## src/rtl/lfsr.sv

```systemverilog
// Fibonacci LFSR pseudo-random bit source with synchronous seed load.
// Define LFSR_ZERO_GUARD_EN to replace any all-zero state or zero seed with RESET_SEED.
module lfsr #(
  parameter int                WIDTH      = 4,
  parameter int unsigned       TAP_MASK   = 0,
  parameter logic [WIDTH-1:0]  RESET_SEED = {WIDTH{1'b1}}
) (
  input  logic             clk,
  input  logic             rst,
  output logic             q,
  input  logic [WIDTH-1:0] seed,
  input  logic             load
);

  // Maximal-length taps; exponent e of the polynomial maps to state bit e-1.
  function automatic logic [31:0] builtin_taps(input int w);
    case (w)
      2:       builtin_taps = 32'h0000_0003;
      3:       builtin_taps = 32'h0000_0006;
      4:       builtin_taps = 32'h0000_000C;
      5:       builtin_taps = 32'h0000_0014;
      6:       builtin_taps = 32'h0000_0030;
      7:       builtin_taps = 32'h0000_0060;
      8:       builtin_taps = 32'h0000_00B8;
      9:       builtin_taps = 32'h0000_0110;
      10:      builtin_taps = 32'h0000_0240;
      11:      builtin_taps = 32'h0000_0500;
      12:      builtin_taps = 32'h0000_0E08;
      13:      builtin_taps = 32'h0000_1C80;
      14:      builtin_taps = 32'h0000_3802;
      15:      builtin_taps = 32'h0000_6000;
      16:      builtin_taps = 32'h0000_D008;
      default: builtin_taps = 32'h0000_0000;
    endcase
  endfunction

  localparam logic [31:0]      BUILTIN = builtin_taps(WIDTH);
  localparam logic [31:0]      MASK32  = (TAP_MASK != 0) ? 32'(TAP_MASK) : BUILTIN;
  localparam logic [WIDTH-1:0] TAPS    = MASK32[WIDTH-1:0];

  generate
    if (TAP_MASK == 0 && (WIDTH < 2 || WIDTH > 16)) begin : g_bad_width
      $error("lfsr: no built-in tap table for WIDTH=%0d", WIDTH);
    end
    if (RESET_SEED == '0) begin : g_bad_seed
      $error("lfsr: RESET_SEED must be nonzero");
    end
  endgenerate

  logic [WIDTH-1:0] state_reg;
  logic [WIDTH-1:0] state_next;
  logic [WIDTH-1:0] shifted;
  logic             fb;

  assign fb      = ^(state_reg & TAPS);
  assign shifted = {state_reg[WIDTH-2:0], fb};

  always_comb begin
    state_next = shifted;
    if (load) begin
`ifdef LFSR_ZERO_GUARD_EN
      state_next = (seed == '0) ? RESET_SEED : seed;
`else
      state_next = seed;
`endif
    end else begin
`ifdef LFSR_ZERO_GUARD_EN
      // All-zero is a fixed point of the XOR feedback; kick it back onto the cycle.
      state_next = (state_reg == '0) ? RESET_SEED : shifted;
`else
      state_next = shifted;
`endif
    end
  end

  always_ff @(posedge clk) begin
    if (rst) begin
      state_reg <= RESET_SEED;
    end else begin
      state_reg <= state_next;
    end
  end

  assign q = state_reg[WIDTH-1];

endmodule

```

## config.mk

```make
export PLATFORM = sky130hd
export DESIGN_NAME = lfsr
export DESIGN_NICKNAME = d
export VERILOG_FILES = /design/src/rtl/lfsr.sv
export SDC_FILE = /design/constraint.sdc
export NUM_CORES = 1
export LEC_CHECK = 0
export BUFFER_PORTS_ARGS = -buffer_cell sky130_fd_sc_hd__buf_2
export CAP_MARGIN = 20
export CELL_PAD_IN_SITES_DETAIL_PLACEMENT = 0
export CELL_PAD_IN_SITES_GLOBAL_PLACEMENT = 1
export CORE_AREA = 5 5 42 44
export CTS_CLUSTER_DIAMETER = 100
export DETAILED_ROUTE_END_ITERATION = 8
export DIE_AREA = 0 0 47 49
export PLACE_DENSITY_LB_ADDON = 0.2
export SLEW_MARGIN = 20
export SYNTH_ARGS = -nofsm -noshare
export SYNTH_HDL_FRONTEND = slang
export SYNTH_SLANG_ARGS = --single-unit
export TNS_END_PERCENT = 30
```

## constraint.sdc

```tcl
create_clock -name clk -period 0.8 [get_ports clk]
set_input_delay 0.04 -clock clk [delete_from_list [all_inputs] [get_ports clk]]
set_output_delay 0.04 -clock clk [all_outputs]
set_load 0.02 [all_outputs]
```

==> run_results.csv <==
group,metric,value,unit
status,outcome,"complete, no violations",
critical_path,crit_path_max_fanout,2,
finish,mostFrequentLayoutCell,"buf_2",
critical_path,worstPathArrival,0.90,ns
critical_path,critPathLaunchType,"flip-flop",
clocking,cts_tree,"done",
timing,hold_viol_final,0,
route,first_pass_iters,1,
logic_synthesis,synth.cell_area,153,µm²
floorplan,dieHeight,49,µm
critical_path,slowest_delay,0.31,ns
finish,area_delta_synth_final,63.1,%
route,route.detailed.drc,0,
floorplan,die_area,2300,µm²
floorplan,core-area,1400,µm²
clocking,root_buffer,"clkbuf_4",
logic_synthesis,synth_nets,21,
critical_path,end_kind,"flip-flop",
finish,antenna_cells,0,
floorplan,io_pins,8,
floorplan,die-width,47,µm
timing,hold_ws,0.0134,ns
clocking,cts-buffers-inserted,3,
timing,setup_tns,0,ns
critical_path,path_cells,"nor2b_4 -> a211o_2",
timing,setup_viol,0,
placed_design,port_buffers,7,
finish,largest_register_ff_count,4,
logic_synthesis,ys_seq_elements,4,
logic_synthesis,synth.distinct_cells,8,
finish,multi_input_area,80.1,µm²
route,postRouteWirelength,355,µm
route,antenna_left,0,
timing,finalCritPeriodShare,98.2,%
logic_synthesis,postSynthCellCount,14,
floorplan,initial_utilization,10.9,%
global_routing,grt_pass1_wl,579,µm
finish,drive_above_1_share,60.0,%
pwr,peakVddDrop,0.000548,V
critical_path,crit_required,0.92,ns
critical_path,critPathSlowestCell,"dfxtp_2",
placed_design,globalplace.congestion,0.638,
logic_synthesis,avgSynthCellArea,10.9,µm²
timing,finalCriticalPeriod,0.785,ns
route,viasPerCell,3.32,
floorplan,rows,14,
global_routing,grt_usage,3.94,%
timing,rsz0062_at_grt,"true",
clocking,htree_levels,1,
pwr,p_leak,0.111,nW
route,drt_iter0_drc,0,
finish,post-route-util,17.8,%
timing,fin_skew,0.00105,ns
placed_design,dp.cells,38,
clocking,cts_buffer_depth,2,
min_path,hold_class,"input pin to flip-flop",
clocking,cts_sinks,4,
timing,worstMarginPinSlew,0.177,ns
pwr,p_per_area,2170,nW/µm²
job,maxCapViolCount,0,
clocking,clkLatencyLatePin,0.23,ns
finish,mostFrequentLayoutCells,"buf_2 (6), clkbuf_4 (3), dfxtp_1 (3)",
critical_path,crit_type,"flip-flop to flip-flop",
logic_synthesis,yosys_warnings,0,
timing,slew_headroom,88.2,%
route,vias,136,
finish,final_nets,34,
finish,final_cells,41,
global_routing,grt_max_degree,9,
finish,regArea,81.3,µm²
clocking,clkSlewWorstSetupHoldPaths,0.04,ns
route,post_drt_wl_per_cell,8.66,µm
finish,n_fill_cell,163,
global_routing,grt-ovfl-total,0,
logic_synthesis,ys_seq_area_share,52.5,%
timing,slew_violations,0,
global_routing,grt_pass1_vias,154,
global_routing,antenna_found_initial,0,
timing,fmaxAchievable,1.27,GHz
==> path summary, 6_finish.rpt <==
| kind | from | to | slack [ns] | cells past startpoint |
|---|---|---|---|---|
| worst max register to register | state_reg[2] | state_reg[3] | 0.01 | 2 |
| worst max-delay path | state_reg[2] | state_reg[3] | 0.01 | 2 |
| worst min-delay path | seed[2] | state_reg[2] | 0.01 | 2 |
| worst min register to register | state_reg[1] | state_reg[2] | 0.54 | 2 |
==> kinds of logic after synthesis <==
group | after synthesis | synth area share (%)
xor gates and xnor gates | 1 | 5.74
DFF | 4 | 52.5
AOI/OAI and AO/OA | 4 | 22.1
and+or+nand+nor | 5 | 19.7
==> Yosys cell counts <==
cell type,count,area [µm²]
nor2b_1,3,18.8
a211o_2,2,20.0
nor3b_1,1,7.51
xnor2_1,1,8.76
dfxtp_1,4,80.1
a21oi_1,1,5.00
nor2_1,1,3.75
a211o_1,1,8.76
==> per-stage QoR <==
step | cell area [µm²] | power, W | worst slack, ns
6_report | 249 | 0.000541 | 0.0147
3_3_place_gp | 215 | 0.000291 | 0.0261
2_1_floorplan | 153 | 0.000256 | 0.0252
4_1_cts | 238 | 0.000555 | 0.00586
3_5_place_dp | 215 | 0.000290 | 0.0133
5_1_grt | 249 | 0.000571 | -0.00245
==> timing repair <==
action                                  CTS  global route
hold buffers                              0             0
endpoints found under the setup margin    0             2
setup buffers                             0             0
resized for setup                         0             3
==> report_power, final <==
part | internal, W | switching [W] | leakage [nW]
Combinational | 0.0000433 | 0.0000283 | 0.0644
Sequential | 0.000217 | 0.00000513 | 0.0331
Clock | 0.000168 | 0.0000798 | 0.0138
==> per-layer routing <==
metal  wire, µm  global-route usage [%]
met2        155                    4.07
met4          0                    4.15
met3         56                    4.43
met5          0                       0
met1        143                    3.74
==> area by class of cell <==
class | count | share of cell area [%]
Tap cell | 16 | 8.04
Sequential cell | 4 | 32.7
Timing Repair Buffer | 8 | 18.1
Clock buffer | 3 | 9.05
Multi-Input combinational cell | 10 | 32.2
==> critical path, delay by kind of cell, from the launching register on <==
| family | cells | cell delay (ns) |
|---|---|---|
| AND/OR/NAND/NOR | 1 | 0.11 |
| AO/OA/AOI/OAI | 1 | 0.25 |
| flip-flops | 1 | 0.31 |
Power figures use the tool's default switching activity.
